$ cat config.mk
export PLATFORM = sky130hd
export DESIGN_NAME = shape_edge_sequencer
export DESIGN_NICKNAME = d
export VERILOG_FILES = /design/src/rtl/shape_edge_sequencer.sv
export SDC_FILE = /design/constraint.sdc
export NUM_CORES = 1
export LEC_CHECK = 0
export BUFFER_PORTS_ARGS = -buffer_cell sky130_fd_sc_hd__buf_2
export CORE_MARGIN = 1
export CORE_UTILIZATION = 35
export DETAILED_ROUTE_END_ITERATION = 16
export GPL_ROUTABILITY_DRIVEN = 0
export HOLD_SLACK_MARGIN = 0.12
export SLEW_MARGIN = 30
export SYNTH_ARGS = -nofsm -noshare
export SYNTH_HDL_FRONTEND = slang
export SYNTH_SLANG_ARGS = --single-unit
$ cat constraint.sdc
create_clock -name clk -period 5.2 [get_ports clk]
set_input_delay 0.78 -clock clk [delete_from_list [all_inputs] [get_ports clk]]
set_output_delay 0.78 -clock clk [all_outputs]
set_load 0.05 [all_outputs]
$ cat src/rtl/shape_edge_sequencer.sv
// Fetches one shape's vertices from RAM and issues its edges to a line drawer one at a time.
// Optional macro SHAPE_OFFSET_EN adds latched offset_x/offset_y to every emitted coordinate.
module shape_edge_sequencer #(
    parameter int COORD_W   = 10,
    parameter int NUM_VERTS = 4,
    parameter int SHAPE_W   = 3,
    localparam int ADDR_W   = SHAPE_W + $clog2(2*NUM_VERTS)
) (
    input  logic               clk,
    input  logic               rst,
    input  logic               start,
    input  logic [SHAPE_W-1:0] shape_sel,
    input  logic               closed,
`ifdef SHAPE_OFFSET_EN
    input  logic [COORD_W-1:0] offset_x,
    input  logic [COORD_W-1:0] offset_y,
`endif
    output logic [ADDR_W-1:0]  rd_addr,
    input  logic [COORD_W-1:0] rd_data,
    output logic [COORD_W-1:0] line_x0,
    output logic [COORD_W-1:0] line_y0,
    output logic [COORD_W-1:0] line_x1,
    output logic [COORD_W-1:0] line_y1,
    output logic               line_start,
    input  logic               line_done,
    output logic               busy,
    output logic               shape_done
);
    localparam int NW = 2*NUM_VERTS;
    localparam int BW = $clog2(NW);
    localparam int CW = $clog2(NW+1);
    localparam int KW = $clog2(NUM_VERTS+1);
    localparam int VW = $clog2(NUM_VERTS);

    typedef enum logic [1:0] {IDLE, FETCH, EMIT, WAIT_DONE} state_t;

    state_t                          state_q, state_d;
    logic [CW-1:0]                   cnt_q, cnt_d;
    logic [KW-1:0]                   k_q, k_d;
    logic [SHAPE_W-1:0]              shp_q, shp_d;
    logic                            closed_q, closed_d;
    logic [NW-1:0][COORD_W-1:0]      vbuf_q, vbuf_d;
    logic [ADDR_W-1:0]               rd_addr_q, rd_addr_d;
    logic [COORD_W-1:0]              x0_q, x0_d, y0_q, y0_d, x1_q, x1_d, y1_q, y1_d;
    logic                            line_start_q, line_start_d;
    logic                            busy_q, busy_d;
    logic                            shape_done_q, shape_done_d;
    logic [KW-1:0]                   num_edges;
    logic [VW-1:0]                   v0, v1;
    logic [COORD_W-1:0]              off_x, off_y;

`ifdef SHAPE_OFFSET_EN
    logic [COORD_W-1:0] off_x_q, off_x_d, off_y_q, off_y_d;
    assign off_x = off_x_q;
    assign off_y = off_y_q;
`else
    assign off_x = '0;
    assign off_y = '0;
`endif

    function automatic logic [ADDR_W-1:0] base_addr(input logic [SHAPE_W-1:0] s);
        return ADDR_W'(s) * ADDR_W'(NW);
    endfunction

    assign num_edges = closed_q ? KW'(NUM_VERTS) : KW'(NUM_VERTS-1);

    always_comb begin
        state_d      = state_q;
        cnt_d        = cnt_q;
        k_d          = k_q;
        shp_d        = shp_q;
        closed_d     = closed_q;
        vbuf_d       = vbuf_q;
        rd_addr_d    = '0;
        x0_d         = x0_q;
        y0_d         = y0_q;
        x1_d         = x1_q;
        y1_d         = y1_q;
        line_start_d = 1'b0;
        busy_d       = busy_q;
        shape_done_d = 1'b0;
`ifdef SHAPE_OFFSET_EN
        off_x_d      = off_x_q;
        off_y_d      = off_y_q;
`endif
        case (state_q)
            IDLE: begin
                // The shape_done cycle is already IDLE, but a start there must not be taken.
                if (start && !shape_done_q) begin
                    shp_d     = shape_sel;
                    closed_d  = closed;
`ifdef SHAPE_OFFSET_EN
                    off_x_d   = offset_x;
                    off_y_d   = offset_y;
`endif
                    busy_d    = 1'b1;
                    cnt_d     = '0;
                    rd_addr_d = base_addr(shape_sel);
                    state_d   = FETCH;
                end
            end
            FETCH: begin
                if (cnt_q != '0) vbuf_d[BW'(cnt_q - CW'(1))] = rd_data;
                if (cnt_q == CW'(NW)) begin
                    k_d          = '0;
                    line_start_d = 1'b1;
                    state_d      = EMIT;
                end else begin
                    cnt_d = cnt_q + CW'(1);
                    if (cnt_q + CW'(1) < CW'(NW))
                        rd_addr_d = base_addr(shp_q) + ADDR_W'(cnt_q) + ADDR_W'(1);
                end
            end
            EMIT: state_d = WAIT_DONE;
            WAIT_DONE: begin
                if (line_done) begin
                    if (KW'(k_q + KW'(1)) < num_edges) begin
                        k_d          = k_q + KW'(1);
                        line_start_d = 1'b1;
                        state_d      = EMIT;
                    end else begin
                        k_d          = '0;
                        shape_done_d = 1'b1;
                        busy_d       = 1'b0;
                        state_d      = IDLE;
                    end
                end
            end
            default: state_d = IDLE;
        endcase

        // Endpoints come from vbuf_d so the final RAM word captured this cycle is usable.
        v0 = VW'(k_d);
        v1 = (k_d == KW'(NUM_VERTS-1)) ? '0 : VW'(k_d + KW'(1));
        if (line_start_d) begin
            x0_d = vbuf_d[{v0, 1'b0}] + off_x;
            y0_d = vbuf_d[{v0, 1'b1}] + off_y;
            x1_d = vbuf_d[{v1, 1'b0}] + off_x;
            y1_d = vbuf_d[{v1, 1'b1}] + off_y;
        end
    end

    always_ff @(posedge clk or posedge rst) begin
        if (rst) begin
            state_q      <= IDLE;
            cnt_q        <= '0;
            k_q          <= '0;
            shp_q        <= '0;
            closed_q     <= 1'b0;
            vbuf_q       <= '0;
            rd_addr_q    <= '0;
            x0_q         <= '0;
            y0_q         <= '0;
            x1_q         <= '0;
            y1_q         <= '0;
            line_start_q <= 1'b0;
            busy_q       <= 1'b0;
            shape_done_q <= 1'b0;
`ifdef SHAPE_OFFSET_EN
            off_x_q      <= '0;
            off_y_q      <= '0;
`endif
        end else begin
            state_q      <= state_d;
            cnt_q        <= cnt_d;
            k_q          <= k_d;
            shp_q        <= shp_d;
            closed_q     <= closed_d;
            vbuf_q       <= vbuf_d;
            rd_addr_q    <= rd_addr_d;
            x0_q         <= x0_d;
            y0_q         <= y0_d;
            x1_q         <= x1_d;
            y1_q         <= y1_d;
            line_start_q <= line_start_d;
            busy_q       <= busy_d;
            shape_done_q <= shape_done_d;
`ifdef SHAPE_OFFSET_EN
            off_x_q      <= off_x_d;
            off_y_q      <= off_y_d;
`endif
        end
    end

    assign rd_addr    = rd_addr_q;
    assign line_x0    = x0_q;
    assign line_y0    = y0_q;
    assign line_x1    = x1_q;
    assign line_y1    = y1_q;
    assign line_start = line_start_q;
    assign busy       = busy_q;
    assign shape_done = shape_done_q;
endmodule

==> qor.txt, run 1 <==
Cell Pwr Density = 791 nW/um2
internal power = 3.46 mW
# resized after CTS = 0
Vias/cell = 5.36
post-detail-place hpwl = 11200 um
core box area = 18900 um2
minimum clock period = 3.56 ns
Post-synth EDFFs = 0
Sw Pwr = 2.83 mW
Slew Limit Headroom = 37.1%
worst-skew pair later-pin latency = 0.42 ns
Synth Net Count = 618
Cell Area, Synth = 6820 um2
area post-placement = 7400 um2
clk sinks = 142
clock power share = 18.2%
crit-path max FO = 48
Ys Warns = 0
Rows = 50
area leader, netlist = dfrtp_1
Lkg Pwr = 3.66 nW
final hold vios = 0
Tcrit/Tclk final = 68.5%
commonest register cell after synthesis = dfrtp_1
area share of the largest cell type after synthesis = 52.1%
share of cells above drive strength 1 = 30.4%
Initial Util = 36.1%
combinational power share = 50.8%
first-pass GRT wire length = 28700 um
RSZ-0062 raised after global routing = false
GR Layer Usage met2 = 30.0%
H-tree depth = 4
count leader, synth = dfrtp_1
Area contributors post-synth = dfrtp_1 52%, mux2_2 13%, mux2i_1 5.9%
CP required = 5.51 ns
Cell variety after synth = 52
initial antenna violation count = 0
cts hold-fix bufs = 0
Final Max Tran Viols = 0
startpoint types = register
Layout fillers = 1862
pin count of the biggest net entering global routing = 92
Reg2Reg Depth = 11
met3 global-route usage = 4.45%
# port buffers = 66
ANT nets after route = 0
clk buf depth = 2
total grt overflow = 0
GRT Max-Usage Layer = met2
vias in the first global route = 5064
first drt pass iteration count = 5
Sw Share = 45.0%
clock root buffer = clkbuf_16
CTS buffer count = 17
Worst Setup End Kind = register
Clock Skews = 0.0120 ns
Ant. Diodes = 0
Final Setup Violations = 0
met1 Track Usage GR = 25.9%
Peak VDD IR = 0.000337 V
Nets = 676
drt first-iter violations = 339
Seq pwr share = 31.0%
die footprint = 20000 um2
Total GRT Usage = 18.8%
Post-synth top cells = 142 x dfrtp_1, 76 x mux2_2, 47 x nand2_1, 40 x mux2i_1, 35 x inv_1
Mapped Cells = 594
die width = 142 um
ys async rst share = 100%
status = finished clean
post-DR wirelength/cell = 19.3 um
Hold WC Path Type = in2async
Max Cap Viol = 0
die height = 142 um
Area Overhead vs Synth = 16.9%
Synth Register Bits = 142
fin area = 7970 um2
vias = 4951
Crit Path Class = reg2reg
Setup TNS = 0 ns
Syn Area/Cell = 11.5 um2
post-synthesis sequential area ratio = 52.1%
DRC errors left = 0
worst-margin pin slew = 0.941 ns
TritonCTS clock tree = built
Clock Pin Slew Worst Setup and Hold Paths = 0.06 ns
Worst EP arrival = 3.87 ns
fmax = 281 MHz
total routed wirelength = 17800 um
Top-Level Pins = 67
Post-CTS Setup Inserts = 0
worst max-delay path, cell delays in order (launching register included):
cell     delay [ns]
dfrtp_1        0.44
ha_1           0.26
xor2_1         0.15
ha_1           0.29
a21oi_1        0.26
o211a_1        0.35
a21oi_4        0.08
buf_4          0.24
inv_2          0.66
nor2_1         0.12
buf_4          0.25
a221o_1        0.31
state kept, by name (all words and copies together), names as in the netlist, named ones only:
name / cells
vbuf_q: 80
line_x0: 10
line_x1: 10
line_y0: 10
line_y1: 10
rd_addr: 6
cnt_q: 4
shp_q: 3
k_q: 2
state_q: 2
busy: 1
closed_q: 1
line_start: 1
shape_done: 1
logic make-up (layout without fill, tap and decap cells):
logic type | count (synthesis) | count (layout) | share of synthesized area (%)
DFF | 142 | 142 | 52.1
AOI/OAI and AO/OA | 136 | 136 | 14.1
muxes | 120 | 120 | 19.1
and+or+nand+nor | 107 | 107 | 7.51
buffers and inverters | 76 | 146 | 5.01
xor gates and xnor gates | 7 | 7 | 1.01
adders and majority gates | 6 | 6 | 1.10
power by group through the flow:
stage / Sequential, mW / Clock [mW] / Combinational (mW)
6_report: 1.95 / 1.15 / 3.20
5_1_grt: 2.01 / 1.22 / 3.47
4_1_cts: 1.95 / 1.17 / 3.21
3_5_place_dp: 1.96 / 0 / 3.19
3_3_place_gp: 1.94 / 0 / 3.12
2_1_floorplan: 2.41 / 0 / 1.98
stage by stage:
| stage | setup slack (ns) | std cells | util [%] | hold WS (ns) | total power [mW] |
|---|---|---|---|---|---|
| global placement | 1.83 | 892 | 39.1 | 0.472 | 5.05 |
| floorplan | 0.610 | 594 | - | 0.459 | 4.39 |
| CTS | 1.63 | 923 | 42.1 | 0.499 | 6.33 |
| detailed placement | 1.65 | 892 | 39.2 | 0.482 | 5.15 |
| global route | 1.36 | 924 | 42.2 | 0.522 | 6.70 |
| finish | 1.64 | 924 | 42.2 | 0.497 | 6.30 |
path summary, 6_finish.rpt:
path | startpoint | to | slack, ns
worst max-delay path | k_q[0]$_DFF_PP0_ | line_y0[1]$_DFFE_PP0P_ | 1.64
worst min-delay path | rst | vbuf_q[35]$_DFF_PP0_ | 0.50
worst max register to register | k_q[0]$_DFF_PP0_ | line_y0[1]$_DFFE_PP0P_ | 1.64
worst min register to register | vbuf_q[37]$_DFF_PP0_ | vbuf_q[37]$_DFF_PP0_ | 0.50
max in group asynchronous | rst | closed_q$_DFFE_PP0P_ | 3.44
min in group clk | vbuf_q[37]$_DFF_PP0_ | vbuf_q[37]$_DFF_PP0_ | 0.50
per-layer routing:
metal	part of all wire (%)	vias to the layer above	routed length [um]
met2	48	128	8600
li1	-	2274	-
met5	0	-	0
met3	4.3	20	763
met4	1.3	0	229
met1	46	2529	8250
layout make-up:
cell class | count | area, um2 | share of cell area (%)
Clock buffer | 19 | 433 | 5.44
Clock inverter | 12 | 118 | 1.48
Inverter | 36 | 140 | 1.76
Multi-Input combinational cell | 376 | 2960 | 37.2
Sequential cell | 142 | 3550 | 44.6
Tap cell | 260 | 325 | 4.08
Timing Repair Buffer | 79 | 432 | 5.42
cell usage in the layout (no fill, tap or decap), types with 3 or more instances in the layout:
master	n
dfrtp_1	142
nand3_1	3
o21ai_1	5
buf_2	66
nor3_1	5
nand2_1	47
mux2_1	3
a22oi_1	18
o21ai_0	28
nand2b_1	6
buf_4	12
clkbuf_16	17
ha_1	6
inv_1	34
mux2_2	76
or3_1	9
xnor2_1	4
o311ai_0	10
nor2_1	20
a221o_1	11
clkinvlp_4	3
a21oi_1	17
mux2i_1	40
o22ai_1	10
clkinv_4	5
nor2b_1	3
o211ai_1	23
Power figures use the tool's default switching activity.
==> inputs of run 2 (changes only) <==
clock period = 3.2 ns   (was 5.2 ns; I/O delays follow)
==> run 2 against run 1 <==
Sequential share of layout area down 0.99 points. Wire length rose by 1.9%. Clock skew increased by 0.0018 ns. Setup slack worse by 1.4 ns. Global-route usage grew 0.37 points. Sequential cell count unchanged. Final cell count grew 1.9%. Hold slack lost 0.34 ns. Non-clock buffer count increased by 17. Die area is the same. Clock power is 74% higher. Highest routed layer unchanged.
==> qor.txt, run 2 (synthesis gave the netlist of run 1 again) <==
Worst Setup End Kind = register
die footprint = 20000 um2 (unchanged)
initial antenna violation count = 0 (unchanged)
Clock Skews = 0.0138 ns (+0.00182 ns)
clk buf depth = 2 (unchanged)
die width = 142 um (unchanged)
Layout fillers = 1795 (-3.6%)
Worst EP arrival = 3.32 ns (-0.55 ns)
first drt pass iteration count = 5 (unchanged)
Top-Level Pins = 67 (unchanged)
commonest cells after routing, fill and taps aside = 142 x dfrtp_1, 76 x mux2_2, 66 x buf_2
drt first-iter violations = 354 (+4.4%)
TritonCTS clock tree = built
# resized after CTS = 0 (unchanged)
ANT nets after route = 0 (unchanged)
Initial Util = 36.1% (unchanged)
pre-CTS setup slack = 0.240 ns (-1.41 ns)
clock root buffer = clkbuf_16
multi-input logic area = 2950 um2 (-0.42%)
Setup TNS = 0 ns (unchanged)
Hold WC Path Type = in2async
Biggest register = vbuf_q
core box area = 18900 um2 (unchanged)
FF/Latch Area = 3550 um2 (unchanged)
Total GRT Usage = 19.2% (+0.37 points)
Reg2Reg Depth = 10 (-1)
minimum clock period = 3.01 ns (-0.551 ns)
Lkg Pwr = 3.76 nW (+2.8%)
Vias/cell = 5.30 (-1.0%)
fin area = 8150 um2 (+2.3%)
status = finished clean
startpoint types = register
DRC errors left = 0 (unchanged)
Cell Pwr Density = 1290 nW/um2 (+63%)
post-DR wirelength/cell = 19.3 um (about the same)
Clock Pin Slew Worst Setup and Hold Paths = 0.06 ns (about the same)
final hold vios = 0 (unchanged)
Final Setup Violations = 0 (unchanged)
Ant. Diodes = 0 (unchanged)
total routed wirelength = 18200 um (+1.9%)
area post-placement = 7550 um2 (+2.0%)
commonest non-fill, non-tap cell in the layout = dfrtp_1
H-tree depth = 4 (unchanged)
total grt overflow = 0 (unchanged)
CP required = 3.50 ns (-2.01 ns)
# port buffers = 66 (unchanged)
vias in the first global route = 5232 (+3.3%)
CTS buffer count = 17 (unchanged)
post-detail-place hpwl = 11800 um (+5.5%)
die height = 142 um (unchanged)
crit-path max FO = 37 (-23%)
worst-skew pair later-pin latency = 0.43 ns (about the same)
max reg flops = 80 (unchanged)
Slew Limit Headroom = 53.9% (+17 points)
Crit Path Class = reg2reg
Post-CTS Setup Inserts = 0 (unchanged)
cts hold-fix bufs = 0 (unchanged)
fin util = 43.1% (+0.96 points)
worst-margin pin slew = 0.690 ns (-0.251 ns)
pin count of the biggest net entering global routing = 51 (-45%)
Rows = 50 (unchanged)
Cell Chain, Critical Path = ha_1 -> xor2_1 -> ha_1 -> a21oi_1 -> o2111ai_1 -> o211ai_1 -> buf_12 -> mux2_2 -> a21oi_1 -> a221o_1
Max stage delay on crit path = 0.44 ns (-0.22 ns)
Worst Slack Setup Final = 0.189 ns (-1.45 ns)
Tcrit/Tclk final = 94.1% (+26 points)
Area Overhead vs Synth = 19.5%
Peak VDD IR = 0.000535 V (+59%)
fmax = 332 MHz (+18%)
RSZ-0062 raised after global routing = false
Nets = 693 (+2.5%)
share of cells above drive strength 1 = 31.8% (+1.4 points)
clk sinks = 142 (unchanged)
Max Cap Viol = 0 (unchanged)
vias = 4997 (+0.93%)
slowest CP cell = dfrtp_1
first-pass GRT wire length = 29100 um (+1.6%)
Final Max Tran Viols = 0 (unchanged)
## run 2: cell count changes in the layout (fill, tap and decap cells not counted), moves of 2 or more
cell,delta
clkbuf_8,+4
buf_4,+16
clkinv_4,-4
buf_12,+2
## run 2: final cells by class
class | instances | area share [%]
Inverter | 36 | 1.70
Clock buffer | 24 | 6.04
Clock inverter | 8 | 1.29
Timing Repair Buffer | 96 | 7.13
Multi-Input combinational cell | 376 | 36.2
Tap cell | 260 | 3.99
Sequential cell | 142 | 43.6
## run 2: routing by layer
metal	GRT usage [%]	share of wire, %	wire (um)
met1	25.8	46	8390
met2	30.5	47	8510
met3	4.25	5.0	907
met4	6.85	2.0	363
met5	0	0	0
## run 2: path summary, 6_finish.rpt
check,startpoint,to,slack [ns]
min,rst,vbuf_q[40]$_DFF_PP0_,0.16
max in group asynchronous,rst,vbuf_q[8]$_DFF_PP0_,2.22
min reg2reg,vbuf_q[36]$_DFF_PP0_,vbuf_q[36]$_DFF_PP0_,0.50
min in group clk,closed,closed_q$_DFFE_PP0P_,0.27
max,k_q[0]$_DFF_PP0_,line_y0[1]$_DFFE_PP0P_,0.19
max reg2reg,k_q[0]$_DFF_PP0_,line_y0[1]$_DFFE_PP0P_,0.19
## run 2: critical path: cells and delay by family, from the launching register on
kind | cells | cell delay, ns
AOI/OAI and AO/OA | 5 | 1.06
xor gates and xnor gates | 1 | 0.15
adders and majority gates | 2 | 0.56
buffers and inverters | 1 | 0.31
DFF | 1 | 0.44
muxes | 1 | 0.36
## run 2: stage by stage
step	hold slack [ns]	cells	total power, mW
global route	0.198	942	11.2
finish	0.156	942	10.5
detailed placement	0.489	910	8.52
CTS	0.178	942	10.6
global placement	0.477	910	8.37
floorplan	0.459	594	7.13
## run 2: power breakdown
group / switching (mW) / total (mW) / internal [mW]
sequential: 0.483 / 3.14 / 2.66
clock: 0.767 / 2.00 / 1.23
combinational: 3.36 / 5.37 / 2.01
